### config.mk
export PLATFORM = sky130hd
export DESIGN_NAME = idelay_eye_cal
export DESIGN_NICKNAME = d
export VERILOG_FILES = /design/src/rtl/idelay_cal_pkg.sv /design/src/rtl/idelay_cal_window_tracker.sv /design/src/rtl/idelay_eye_cal.sv
export SDC_FILE = /design/constraint.sdc
export NUM_CORES = 1
export LEC_CHECK = 0
export CORE_MARGIN = 2
export CORE_UTILIZATION = 58
export DETAILED_ROUTE_END_ITERATION = 8
export GPL_TIMING_DRIVEN = 0
export PLACE_DENSITY = 0.81
export RECOVER_POWER = 25
export SLEW_MARGIN = 10
export SYNTH_ARGS = -nofsm -noshare
export SYNTH_HDL_FRONTEND = slang
export SYNTH_HIERARCHICAL = 1
export SYNTH_SLANG_ARGS = --single-unit
### constraint.sdc
create_clock -name clk_i -period 4.8 [get_ports clk_i]
set_input_delay 0.48 -clock clk_i [delete_from_list [all_inputs] [get_ports clk_i]]
set_output_delay 0.48 -clock clk_i [all_outputs]
set_load 0.005 [all_outputs]
### src/rtl/idelay_cal_pkg.sv
// idelay_cal_pkg: shared types and helpers for the IDELAY eye calibration engine
package idelay_cal_pkg;
    localparam int TAP_W = 9;
    localparam int RUN_W = 10;

    typedef enum logic [3:0] {
        S_IDLE, S_VTC_OFF, S_LOAD, S_SETTLE, S_SAMPLE, S_NEXT, S_FINAL_LOAD, S_VERIFY, S_VTC_ON
    } state_e;

    typedef struct packed {
        logic [TAP_W-1:0] start;
        logic [RUN_W-1:0] len;
    } window_t;

    function automatic logic [TAP_W-1:0] mid_tap(input logic [TAP_W-1:0] l, input logic [TAP_W-1:0] r);
        return l + ((r - l) >> 1);
    endfunction
endpackage

### src/rtl/idelay_cal_window_tracker.sv
// idelay_cal_window_tracker: tracks the current passing run and the widest run seen so far
module idelay_cal_window_tracker
    import idelay_cal_pkg::*;
(
    input  logic             clk_i,
    input  logic             rst_n_i,
    input  logic             clear_i,
    input  logic             step_i,
    input  logic             pass_i,
    input  logic             last_i,
    output logic [TAP_W-1:0] best_start_o,
    output logic [RUN_W-1:0] best_len_o
);
    window_t run_q, run_d, best_q, best_d, ext, cand;
    logic [TAP_W-1:0] idx_q, idx_d;
    logic close;

    always_comb begin
        ext.start = (run_q.len == '0) ? idx_q : run_q.start;
        ext.len   = run_q.len + RUN_W'(1);
        cand      = pass_i ? ext : run_q;
        close     = !pass_i || last_i;
        run_d     = run_q;
        best_d    = best_q;
        idx_d     = idx_q;
        if (clear_i) begin
            run_d  = '0;
            best_d = '0;
            idx_d  = '0;
        end else if (step_i) begin
            idx_d = idx_q + TAP_W'(1);
            run_d = close ? '0 : ext;
            // strictly longer only, so the lowest-tap window wins ties
            if (close && cand.len > best_q.len) best_d = cand;
        end
    end

    always_ff @(posedge clk_i or negedge rst_n_i) begin
        if (!rst_n_i) begin
            run_q  <= '0;
            best_q <= '0;
            idx_q  <= '0;
        end else begin
            run_q  <= run_d;
            best_q <= best_d;
            idx_q  <= idx_d;
        end
    end

    assign best_start_o = best_q.start;
    assign best_len_o   = best_q.len;
endmodule

### src/rtl/idelay_eye_cal.sv
// idelay_eye_cal: sweeps IDELAYE3 taps via VAR_LOAD, finds the widest passing eye and loads its centre
module idelay_eye_cal
    import idelay_cal_pkg::*;
#(
    parameter int unsigned TAP_MAX       = 511,
    parameter int unsigned SETTLE_CYCLES = 8,
    parameter int unsigned SAMPLE_COUNT  = 16,
    parameter int unsigned MIN_EYE       = 16,
    parameter int unsigned DEFAULT_TAP   = 0
) (
    input  logic             clk_i,
    input  logic             rst_n_i,
    input  logic             start_i,
    input  logic [7:0]       train_pattern_i,
    input  logic [7:0]       sample_data_i,
    input  logic             sample_valid_i,
    input  logic [TAP_W-1:0] dly_cntvalueout_i,
    output logic             dly_ce_o,
    output logic             dly_load_o,
    output logic             dly_inc_o,
    output logic [TAP_W-1:0] dly_cntvaluein_o,
    output logic             dly_en_vtc_o,
    output logic             busy_o,
    output logic             done_o,
    output logic             fail_o,
    output logic [TAP_W-1:0] eye_left_o,
    output logic [TAP_W-1:0] eye_right_o,
    output logic [TAP_W-1:0] eye_center_o
);
    localparam logic [15:0]      SETTLE_LAST = 16'(SETTLE_CYCLES - 1);
    localparam logic [15:0]      SAMPLE_LAST = 16'(SAMPLE_COUNT - 1);
    localparam logic [TAP_W-1:0] TAP_LAST    = TAP_W'(TAP_MAX);

    state_e state_q, state_d;
    logic [15:0] cnt_q, cnt_d;
    logic [TAP_W-1:0] tap_q, tap_d, cntin_q, cntin_d;
    logic [TAP_W-1:0] left_q, left_d, right_q, right_d, center_q, center_d;
    logic pass_q, pass_d, ok_q, ok_d, ce_q, ce_d, vtc_q, vtc_d, busy_q, busy_d, done_q, done_d, fail_q, fail_d;
    logic accept, good;
    logic [TAP_W-1:0] best_start, fin_left, fin_right, fin_center;
    logic [RUN_W-1:0] best_len;

    idelay_cal_window_tracker u_tracker (
        .clk_i        (clk_i),
        .rst_n_i      (rst_n_i),
        .clear_i      (accept),
        .step_i       (state_q == S_NEXT),
        .pass_i       (pass_q),
        .last_i       (tap_q == TAP_LAST),
        .best_start_o (best_start),
        .best_len_o   (best_len)
    );

    // START is also taken in VTC_ON, the cycle that transitions back into IDLE
    assign accept     = start_i && (state_q == S_IDLE || state_q == S_VTC_ON);
    assign good       = best_len >= RUN_W'(MIN_EYE);
    assign fin_left   = good ? best_start : '0;
    assign fin_right  = good ? best_start + TAP_W'(best_len - RUN_W'(1)) : '0;
    assign fin_center = good ? mid_tap(fin_left, fin_right) : TAP_W'(DEFAULT_TAP);

    always_comb begin
        state_d  = state_q;
        cnt_d    = cnt_q + 16'd1;
        tap_d    = tap_q;
        pass_d   = pass_q;
        ok_d     = ok_q;
        left_d   = left_q;
        right_d  = right_q;
        center_d = center_q;
        case (state_q)
            S_VTC_OFF: state_d = (cnt_q == SETTLE_LAST) ? S_LOAD : S_VTC_OFF;
            S_LOAD: begin
                state_d = S_SETTLE;
                cnt_d   = '0;
            end
            S_SETTLE: begin
                state_d = (cnt_q == SETTLE_LAST) ? S_SAMPLE : S_SETTLE;
                cnt_d   = (cnt_q == SETTLE_LAST) ? '0 : cnt_q + 16'd1;
            end
            S_SAMPLE: begin
                cnt_d = cnt_q;
                if (sample_valid_i) begin
                    if (sample_data_i != train_pattern_i) begin
                        pass_d  = 1'b0;
                        state_d = S_NEXT;
                    end else if (cnt_q == SAMPLE_LAST) begin
                        pass_d  = 1'b1;
                        state_d = S_NEXT;
                    end else begin
                        cnt_d = cnt_q + 16'd1;
                    end
                end
            end
            S_NEXT: begin
                state_d = (tap_q == TAP_LAST) ? S_FINAL_LOAD : S_LOAD;
                tap_d   = (tap_q == TAP_LAST) ? tap_q : tap_q + TAP_W'(1);
            end
            S_FINAL_LOAD: begin
                state_d  = S_VERIFY;
                cnt_d    = '0;
                ok_d     = good;
                left_d   = fin_left;
                right_d  = fin_right;
                center_d = fin_center;
            end
            S_VERIFY: begin
                // the centre load lands on the first VERIFY edge; readback is stable on the second cycle
                if (cnt_q == 16'd1) begin
                    state_d = S_VTC_ON;
                    ok_d    = ok_q && (dly_cntvalueout_i == center_q);
                end
            end
            S_VTC_ON: state_d = S_IDLE;
            default: state_d = S_IDLE;
        endcase
        if (accept) begin
            state_d = S_VTC_OFF;
            cnt_d   = '0;
            tap_d   = '0;
        end
    end

    assign ce_d    = (state_d == S_LOAD) || (state_q == S_FINAL_LOAD);
    assign cntin_d = (state_d == S_LOAD) ? tap_d : (state_q == S_FINAL_LOAD) ? fin_center : cntin_q;
    assign vtc_d   = (state_d == S_IDLE) || (state_d == S_VTC_ON);
    assign busy_d  = !vtc_d;
    assign done_d  = accept ? 1'b0 : (state_d == S_VTC_ON) ? ok_d : done_q;
    assign fail_d  = accept ? 1'b0 : (state_d == S_VTC_ON) ? !ok_d : fail_q;

    always_ff @(posedge clk_i or negedge rst_n_i) begin
        if (!rst_n_i) begin
            state_q  <= S_IDLE;
            cnt_q    <= '0;
            tap_q    <= '0;
            pass_q   <= 1'b0;
            ok_q     <= 1'b0;
            ce_q     <= 1'b0;
            cntin_q  <= '0;
            vtc_q    <= 1'b1;
            busy_q   <= 1'b0;
            done_q   <= 1'b0;
            fail_q   <= 1'b0;
            left_q   <= '0;
            right_q  <= '0;
            center_q <= '0;
        end else begin
            state_q  <= state_d;
            cnt_q    <= cnt_d;
            tap_q    <= tap_d;
            pass_q   <= pass_d;
            ok_q     <= ok_d;
            ce_q     <= ce_d;
            cntin_q  <= cntin_d;
            vtc_q    <= vtc_d;
            busy_q   <= busy_d;
            done_q   <= done_d;
            fail_q   <= fail_d;
            left_q   <= left_d;
            right_q  <= right_d;
            center_q <= center_d;
        end
    end

    assign dly_ce_o         = ce_q;
    assign dly_load_o       = ce_q;
    assign dly_inc_o        = 1'b0;
    assign dly_cntvaluein_o = cntin_q;
    assign dly_en_vtc_o     = vtc_q;
    assign busy_o           = busy_q;
    assign done_o           = done_q;
    assign fail_o           = fail_q;
    assign eye_left_o       = left_q;
    assign eye_right_o      = right_q;
    assign eye_center_o     = center_q;
endmodule
==> results of run 1 <==
[Yosys cell counts (13+ instances only)]
cell type / number
dfrtp_1: 118
nand2_1: 70
inv_1: 55
nor2_1: 53
ha_1: 46
o21ai_0: 41
xnor2_1: 37
xor2_1: 32
a21oi_1: 29
a22o_1: 24
nand4_1: 24
a211oi_1: 20
clkbuf_1: 19
mux2i_1: 15
nand3_1: 15
nor3_1: 15
and3_1: 13
[per-stage QoR]
step / std cells / setup slack (ps) / total power, uW / hold slack, ps / cell area, um^2
global placement: 1011 / -1140 / 5600 / 464 / 8300
floorplan: 769 / 864 / 4620 / 184 / 7380
detailed placement: 1012 / 352 / 5760 / 430 / 8330
CTS: 1045 / 242 / 7320 / 484 / 9010
global route: 1045 / 22.0 / 7880 / 506 / 9000
finish: 1045 / 190 / 7370 / 481 / 9000
[where the power goes]
group | internal (uW) | switching, uW
sequential | 1260 | 213
combinational | 1970 | 2510
clock | 990 | 440
total | 4210 | 3160
[routing by layer]
metal  wire length (um)  vias to the layer above  part of all wire [%]  track usage [%]
met5                  0                        -                     0                0
met4                532                        0                   3.1             12.7
met3                786                       49                   4.5             5.87
met2               8620                      177                    49             45.5
met1               7490                     3068                    43             32.9
li1                   -                     2908                     -                -
[worst max path at each step]
stage / startpoint / to / slack, ps / depth (start not counted)
final: u_tracker/best_start_o[1] / dly_cntvaluein_o[8] / 190 / 19
after global routing: u_tracker/best_start_o[1] / dly_cntvaluein_o[8] / 20 / 19
after CTS: u_tracker/best_start_o[1] / dly_cntvaluein_o[8] / 240 / 19
after detailed placement: u_tracker/best_start_o[1] / dly_cntvaluein_o[8] / 350 / 19
after global placement: rst_n_i / u_tracker/idx_q[3] / -1140 / 1
after floorplan: u_tracker/best_start_o[1] / dly_cntvaluein_o[8] / 860 / 19
[area by class of cell]
cell class	instances	area, um^2
plain buffers	35	183
multi-input cells	559	4010
fillers	897	3520
flip-flops and latches	119	2980
clock buffers	25	505
clock inverters	7	163
repair buffers	72	732
inverters	56	211
well taps	172	215
[cell families after synthesis]
kind of cell	after synthesis	synth area share, %
AND/OR/NAND/NOR	242	17.0
AO/OA/AOI/OAI	168	15.7
flip-flops	119	40.3
buffers and inverters	91	5.34
XOR/XNOR	69	8.19
adder cells (fa/ha/maj)	49	8.61
multiplexers	30	4.73
other	1	0.0508
[registers in the layout, summed over array words and instances, names as in the netlist, 4 cells and up]
| name | flops |
|---|---|
| u_tracker/run_q | 19 |
| cnt_q | 16 |
| u_tracker/best_len_o | 10 |
| dly_cntvaluein_o | 9 |
| eye_center_o | 9 |
| eye_left_o | 9 |
| eye_right_o | 9 |
| tap_q | 9 |
| u_tracker/best_start_o | 9 |
| u_tracker/idx_q | 9 |
| state_q | 4 |
[worst min-delay path: cells and delay by family (launching register included)]
family             cells  cell delay (ps)
and+or+nand+nor        1               40
AOI/OAI and AO/OA      1               60
DFF                    1              340
[cells in the final DEF, fill, tap and decap left out, types with 17 or more instances in the layout]
master	n
dfrtp_1	118
nand2_1	70
clkdlybuf4s50_1	69
inv_1	55
nor2_1	53
ha_1	46
o21ai_0	41
xnor2_1	37
xor2_1	32
a21oi_1	29
nand4_1	24
a22o_1	24
clkbuf_1	23
a211oi_1	20
clkbuf_16	17
==> flow_metrics.py, run 1 <==
metrics = {
    "timing": {
        "rsz0062_at_grt": "false",
        "period_needed_ps": 4610,
        "max_freq_mhz": 217,
        "tightest_slew_ps": 2450,
        "report.final.setup_viol": 0,
        "post-route-period-util_pct": 96.0,
        "finalMaxSlewViolations": 43,
        "fin_skew_ps": 7.38,
        "setup_tns_ps": 0,
        "slew-limit-headroom_pct": -63.4,
        "hold_viol": 0,
    },
    "synthesis": {
        "yosys_register_bits": 119,
        "synth_area_leader_cell": "dfrtp_1",
        "synth_top_cell_area_share_pct": 40.0,
        "synth-main-ff-cell": "dfrtp_1",
        "syn_area_per_cell_um2": 9.60,
        "syn-cell-area_um2": 7380,
        "seq_area_frac_synth_pct": 40.3,
        "synth.top_cells.by_area": "dfrtp_1, ha_1, xnor2_1",
        "synth_edf_count": 0,
        "netlist_instances": 769,
        "yosysWarnings": 6,
        "synth_cell_type_count": 67,
        "async_flop_share_pct": 100,
        "synth_nets": 847,
    },
    "floorplan": {
        "design.core.area_um2": 12500,
        "rows": 41,
        "die_area_um2": 13600,
        "fp.dieH_um": 117,
        "initial_core_util_pct": 59.0,
        "io_pins": 72,
        "die_x_um": 117,
    },
    "setup_path": {
        "worstSetupEndpointType": "flop",
        "critical_path_arrival_ps": 4910,
        "r2r_cells": 19,
        "crit_fanout": 3,
        "rr_startpoint": "u_tracker/best_start_o[1]",
        "slowest_stage": "fa_1",
        "cp_data_required_time_ps": 5100,
        "crit_path_frequent_cell": "ha_1",
        "critPathLaunchType": "flop",
        "path_delay_family": "compound AO/OA/AOI/OAI gates",
        "r2r_slack_ps": 190,
        "cp_cell_sequence": "inv_1, ha_1, inv_1, ha_1, fa_1, a21o_1, a21oi_1, o21bai_1, a21oi_1, xnor2_1, and2_1, ha_1, o41a_1, xnor2_1, ha_1, a31oi_1, xnor2_1, a22o_1, mux2_4",
        "cp_num_buf_inv": 2,
        "worstSetupPathType": "reg2reg",
        "cp_slowest_stage_delay_ps": 420,
        "r2r-end": "dly_cntvaluein_o[8]",
    },
    "pwr": {
        "power.leakage_uw": 0.00416,
        "ir_drop_mv": 0.767,
        "power.density_nw_per_um2": 819,
    },
    "place": {
        "portBuffers": 70,
        "dp_hpwl_um": 12600,
        "finalWeightedCongestion": 0.829,
    },
    "layout": {
        "nets": 938,
        "area_growth_pct": 21.9,
        "drive_gt1_share_pct": 9.97,
        "final_util_pct": 71.9,
        "diodes": 0,
    },
    "status": {
        "status": "finished with violations",
        "violations": "max-capacitance violations, max-slew violations",
    },
    "worst_hold_path": {
        "holdPathEnd": "eye_left_o[6]",
        "hp-class": "reg2reg",
        "hold-path-cell-count": 2,
        "hp-start": "eye_left_o[6]",
    },
    "clock_tree": {
        "htreeDepth": 4,
        "hold_buffers": 1,
        "cts_setup_buffers": 0,
        "cts_tree": "yes",
        "clock-root-buffer": "clkbuf_16",
        "cts_made_buffers": 17,
        "clkSinkCount": 119,
        "insertion_delay_ps": 410,
        "cts_resized": 0,
        "clockBufferDepth": 2,
        "clk_pin_slew_worst_paths_ps": 50,
    },
    "drt": {
        "avgRoutedWirePerCell_um": 16.7,
        "routed-via-count": 6202,
        "ant_nets": 0,
        "viasPerCell": 5.93,
        "dr.pass1.iters": 7,
        "routed_wl_um": 17400,
        "drt_iter0_markers": 425,
        "drc": 0,
    },
    "grt": {
        "antenna_found_initial": 0,
        "grt_usage_pct": 26.9,
        "grt_pass1_vias": 6206,
        "overflow": 0,
        "grt_max_degree": 78,
        "grt_first_pass_wirelength_um": 28800,
    },
    "run": {
        "cap_violations": 1,
    },
}
Power figures use the tool's default switching activity.
==> run 2, diff against run 1 <==
==> constraint.sdc (replaced) <==
create_clock -name clk_i -period 4.9 [get_ports clk_i]
set_input_delay 0.49 -clock clk_i [delete_from_list [all_inputs] [get_ports clk_i]]
set_output_delay 0.49 -clock clk_i [all_outputs]
set_load 0.005 [all_outputs]
==> flow_metrics.py, run 2 (synthesized netlist as in run 1, its figures left out) <==
metrics = {
    "layout": {
        "final_common_cell": "dfrtp_1",
        "final_cell_mix": "dfrtp_1, nand2_1, clkdlybuf4s50_1",
        "area_growth_pct": 21.4,
        "nets": 937,
        "largest_register_ffs": 19,
        "diodes": 0,
        "top_register": "u_tracker/run_q",
        "drive_gt1_share_pct": 9.98,
        "final_util_pct": 71.6,
    },
    "floorplan": {
        "initial_core_util_pct": 59.0,
        "die_x_um": 117,
        "design.core.area_um2": 12500,
        "rows": 41,
        "die_area_um2": 13600,
        "fp.dieH_um": 117,
        "io_pins": 72,
    },
    "status": {
        "violations": "max-capacitance violations, max-slew violations",
        "status": "finished with violations",
    },
    "timing": {
        "hold_viol": 0,
        "slew-limit-headroom_pct": -52.9,
        "setup_ws_ps": 290,
        "max_freq_mhz": 217,
        "fin_skew_ps": 5.59,
        "report.final.setup_viol": 0,
        "period_needed_ps": 4610,
        "finalMaxSlewViolations": 122,
        "post-route-period-util_pct": 94.1,
        "setup_tns_ps": 0,
        "rsz0062_at_grt": "false",
        "tightest_slew_ps": 2290,
    },
    "grt": {
        "overflow": 0,
        "grt_pass1_vias": 6202,
        "grt_first_pass_wirelength_um": 28800,
        "grt_usage_pct": 26.8,
        "antenna_found_initial": 0,
        "grt_max_degree": 78,
    },
    "pwr": {
        "ir_drop_mv": 0.744,
        "power.density_nw_per_um2": 805,
        "power.leakage_uw": 0.00415,
    },
    "worst_hold_path": {
        "hp-class": "reg2reg",
    },
    "setup_path": {
        "worstSetupPathType": "reg2reg",
        "critPathLaunchType": "flop",
        "crit_fanout": 3,
        "critical_path_arrival_ps": 4910,
        "worstSetupEndpointType": "flop",
        "cp_data_required_time_ps": 5200,
    },
    "place": {
        "post-place-ws_ps": 452,
        "dp_hpwl_um": 12600,
        "portBuffers": 70,
        "finalWeightedCongestion": 0.829,
    },
    "clock_tree": {
        "hold_buffers": 0,
        "clk_pin_slew_worst_paths_ps": 50,
        "clockBufferDepth": 2,
        "insertion_delay_ps": 410,
        "cts_setup_buffers": 0,
        "clkSinkCount": 119,
        "cts_tree": "yes",
        "cts_resized": 0,
        "clock-root-buffer": "clkbuf_16",
        "htreeDepth": 4,
        "cts_made_buffers": 17,
    },
    "drt": {
        "routed_wl_um": 17500,
        "ant_nets": 0,
        "routed-via-count": 6171,
        "drt_iter0_markers": 435,
        "dr.pass1.iters": 6,
        "drc": 0,
        "avgRoutedWirePerCell_um": 16.8,
        "viasPerCell": 5.91,
    },
    "run": {
        "cap_violations": 2,
    },
}
run 2: changes by cell type in the layout (fill, tap and decap cells not counted):
cell           previous run  this run
buf_16                    1         0
dlygate4sd3_1             1         0
clkbuf_2                  0         1
run 2: metrics by stage:
| stage | hold slack, ps | instance area (um^2) | total power, uW | instances |
|---|---|---|---|---|
| after floorplan | 194 | 7380 | 4530 | 769 |
| after global placement | 464 | 8300 | 5480 | 1011 |
| after CTS | 5.77 | 9000 | 7170 | 1044 |
| final | 481 | 8970 | 7220 | 1044 |
| after detailed placement | 440 | 8330 | 5650 | 1012 |
| after global routing | 506 | 8970 | 7710 | 1044 |
run 2: worst paths after layout:
path | endpoint | start | slack [ps] | depth (start not counted)
max in group asynchronous | u_tracker/run_q[12] | rst_n_i | 1340 | 2
worst max-delay path | dly_cntvaluein_o[8] | u_tracker/best_start_o[1] | 290 | 19
min in group asynchronous | done_o | rst_n_i | 760 | 1
worst max register to register | dly_cntvaluein_o[8] | u_tracker/best_start_o[1] | 290 | 19
worst min register to register | eye_left_o[6] | eye_left_o[6] | 480 | 2
worst min-delay path | eye_left_o[6] | eye_left_o[6] | 480 | 2
run 2: layout make-up:
class	count	area, um^2
plain buffers	35	183
clock inverters	7	163
multi-input cells	559	4010
flip-flops and latches	119	2980
repair buffers	71	699
fillers	900	3550
inverters	56	211
clock buffers	25	505
well taps	172	215
run 2: power by group:
| group | switching, uW | total [uW] | internal [uW] |
|---|---|---|---|
| Combinational | 2450 | 4380 | 1930 |
| Clock | 434 | 1400 | 970 |
| Sequential | 209 | 1440 | 1230 |
run 2: worst max-delay path, stage by stage, from the launching register on:
cell and delay, ps:
dfrtp_1 390, inv_1 60, ha_1 270, inv_1 40, ha_1 220, fa_1 410
a21o_1 190, a21oi_1 270, o21bai_1 100, a21oi_1 170, xnor2_1 140, and2_1 190
ha_1 230, o41a_1 390, xnor2_1 220, ha_1 300, a31oi_1 190, xnor2_1 190
a22o_1 260, mux2_4 250
run 2: per-layer routing:
layer	routed length [um]	up-vias	global-route usage, %
li1	-	2897	-
met1	7520	3038	32.9
met2	8660	192	45.4
met3	843	44	5.82
met4	480	0	12.6
met5	0	-	0
==> run 3, diff against run 2 <==
--- a/config.mk
+++ b/config.mk
@@ -5,11 +5,13 @@
 export SDC_FILE = /design/constraint.sdc
 export NUM_CORES = 1
 export LEC_CHECK = 0
+export CELL_PAD_IN_SITES_DETAIL_PLACEMENT = 0
+export CELL_PAD_IN_SITES_GLOBAL_PLACEMENT = 1
 export CORE_MARGIN = 2
-export CORE_UTILIZATION = 58
+export CORE_UTILIZATION = 45
 export DETAILED_ROUTE_END_ITERATION = 8
 export GPL_TIMING_DRIVEN = 0
-export PLACE_DENSITY = 0.81
+export PLACE_DENSITY_LB_ADDON = 0.1
 export RECOVER_POWER = 25
 export SLEW_MARGIN = 10
 export SYNTH_ARGS = -nofsm -noshare
==> flow_metrics.py, run 3 (synthesized netlist as in run 1, its figures left out) <==
metrics = {
    "timing": {
        "period_needed_ps": 4430,
        "report.final.setup_viol": 0,
        "rsz0062_at_grt": "false",
        "fin_hold_ws_ps": 480,
        "fin_skew_ps": 13.0,
        "post-route-period-util_pct": 90.4,
        "tightest_slew_ps": 2270,
        "setup_ws_ps": 469,
        "slew-limit-headroom_pct": -51.0,
        "finalMaxSlewViolations": 40,
        "max_freq_mhz": 226,
        "hold_viol": 0,
    },
    "setup_path": {
        "crit_path_frequent_cell": "ha_1",
        "worstSetupEndpointType": "flop",
        "r2r_slack_ps": 470,
        "cp_num_buf_inv": 2,
        "critical_path_arrival_ps": 4740,
        "cp_data_required_time_ps": 5210,
        "path_delay_family": "compound AO/OA/AOI/OAI gates",
        "cp_slowest_stage_delay_ps": 420,
        "crit_fanout": 3,
        "r2r-end": "dly_cntvaluein_o[8]",
        "r2r_cells": 19,
        "rr_startpoint": "u_tracker/best_start_o[1]",
        "critPathLaunchType": "flop",
        "worstSetupPathType": "reg2reg",
        "cp_cell_sequence": "inv_1, ha_1, inv_1, ha_1, fa_1, a21o_1, a21oi_1, o21bai_1, a21oi_1, xnor2_1, and2_1, ha_1, o41a_1, xnor2_1, ha_1, a31oi_1, xnor2_1, a22o_1, mux2_4",
        "slowest_stage": "fa_1",
    },
    "worst_hold_path": {
        "hp-class": "reg2reg",
        "holdPathEnd": "eye_left_o[1]",
        "hold-path-cell-count": 2,
        "hp-start": "eye_left_o[1]",
    },
    "place": {
        "post-place-ws_ps": 483,
        "placedCellCount": 1056,
        "dp_hpwl_um": 13500,
        "finalWeightedCongestion": 0.867,
        "placed_area_um2": 8380,
        "portBuffers": 70,
    },
    "drt": {
        "drt_iter0_markers": 263,
        "ant_nets": 0,
        "viasPerCell": 5.45,
        "drc": 0,
        "routed-via-count": 5936,
        "dr.pass1.iters": 4,
        "routed_wl_um": 17800,
        "avgRoutedWirePerCell_um": 16.4,
    },
    "status": {
        "status": "finished with violations",
        "violations": "max-capacitance violations, max-slew violations",
    },
    "layout": {
        "ff_latch_area_um2": 2980,
        "final_cell_mix": "dfrtp_1, nand2_1, clkdlybuf4s50_1",
        "largest_register_ffs": 19,
        "design_area_um2": 9020,
        "layout.cells.non_filler": 1089,
        "fillers": 1445,
        "area_growth_pct": 22.2,
        "top_register": "u_tracker/run_q",
        "drive_gt1_share_pct": 10.3,
        "final_util_pct": 56.6,
        "final_common_cell": "dfrtp_1",
        "multi_input_area_um2": 4010,
        "diodes": 0,
        "nets": 938,
    },
    "clock_tree": {
        "htreeDepth": 4,
        "cts_tree": "yes",
        "clkSinkCount": 119,
        "clock-root-buffer": "clkbuf_16",
        "clk_pin_slew_worst_paths_ps": 60,
        "clockBufferDepth": 2,
        "insertion_delay_ps": 420,
        "cts_made_buffers": 17,
    },
    "floorplan": {
        "fp.dieH_um": 132,
        "initial_core_util_pct": 46.3,
        "io_pins": 72,
        "design.core.area_um2": 15900,
        "die_area_um2": 17400,
        "die_x_um": 132,
        "rows": 46,
    },
    "pwr": {
        "power.density_nw_per_um2": 783,
        "power.leakage_uw": 0.00414,
        "ir_drop_mv": 0.618,
    },
    "grt": {
        "grt_max_degree": 81,
        "antenna_found_initial": 0,
        "grt_usage_pct": 21.9,
        "grt_first_pass_wirelength_um": 31100,
        "overflow": 0,
        "grt_pass1_vias": 6301,
    },
    "run": {
        "cap_violations": 1,
    },
}
[run 3: changes by cell type in the layout (fill, tap and decap cells not counted)]
cell / before / now
clkinvlp_4: 1 / 5
dlygate4sd3_1: 0 / 1
clkbuf_2: 1 / 0
buf_16: 0 / 1
clkbuf_8: 5 / 1
clkinv_4: 0 / 2
clkbuf_1: 23 / 20
bufinv_16: 5 / 4
inv_6: 0 / 2
[run 3: report_power, final]
group / total, uW / switching [uW] / internal, uW
Clock: 1350 / 481 / 867
Combinational: 4280 / 2350 / 1920
Sequential: 1450 / 215 / 1230
Total: 7070 / 3050 / 4020
[run 3: area by class of cell]
cell class / count / share of cell area, %
Buffer: 35 / 2.02
Clock buffer: 18 / 4.87
Clock inverter: 14 / 2.19
Inverter: 56 / 2.34
Multi-Input combinational cell: 559 / 44.4
Sequential cell: 119 / 33.0
Tap cell: 216 / 3.00
Timing Repair Buffer: 72 / 8.11
[run 3: what timing repair did]
| action | 4_1_cts | 5_1_grt |
|---|---|---|
| endpoints found under the hold margin | 39 | 0 |
| buffers inserted | 0 | 0 |
| hold buffers | 1 | 0 |
| resized for setup | 0 | 0 |
[run 3: worst max-delay path by stage]
stage | startpoint | end | slack, ps | depth (start not counted)
after global placement | rst_n_i | u_tracker/idx_q[4] | -1260 | 1
after detailed placement | u_tracker/best_start_o[1] | dly_cntvaluein_o[8] | 480 | 20
after floorplan | u_tracker/best_start_o[1] | dly_cntvaluein_o[8] | 960 | 19
final | u_tracker/best_start_o[1] | dly_cntvaluein_o[8] | 470 | 19
after global routing | u_tracker/best_start_o[1] | dly_cntvaluein_o[8] | 150 | 21
after CTS | u_tracker/best_start_o[1] | dly_cntvaluein_o[8] | 450 | 19
[run 3: per-layer routing]
metal  part of all wire (%)  wire [um]  GRT usage (%)  vias up
met2                     49       8670           37.6      109
met4                    1.4        246           7.19        0
met3                    3.3        595           3.38       19
met1                     47       8310           28.2     2894
met5                      0          0              0        -
li1                       -          -              -     2914
[run 3: worst min-delay path, delay by kind of cell (launching register included)]
kind | cells | cell delay, ps
flops | 1 | 340
compound gates | 1 | 60
simple gates | 1 | 40
[run 3: metrics by stage]
stage               total power (uW)  TNS [ps]
floorplan                       4530         0
global placement                5560   -147260
detailed placement              5670         0
CTS                             7110         0
global route                    7690         0
finish                          7070         0
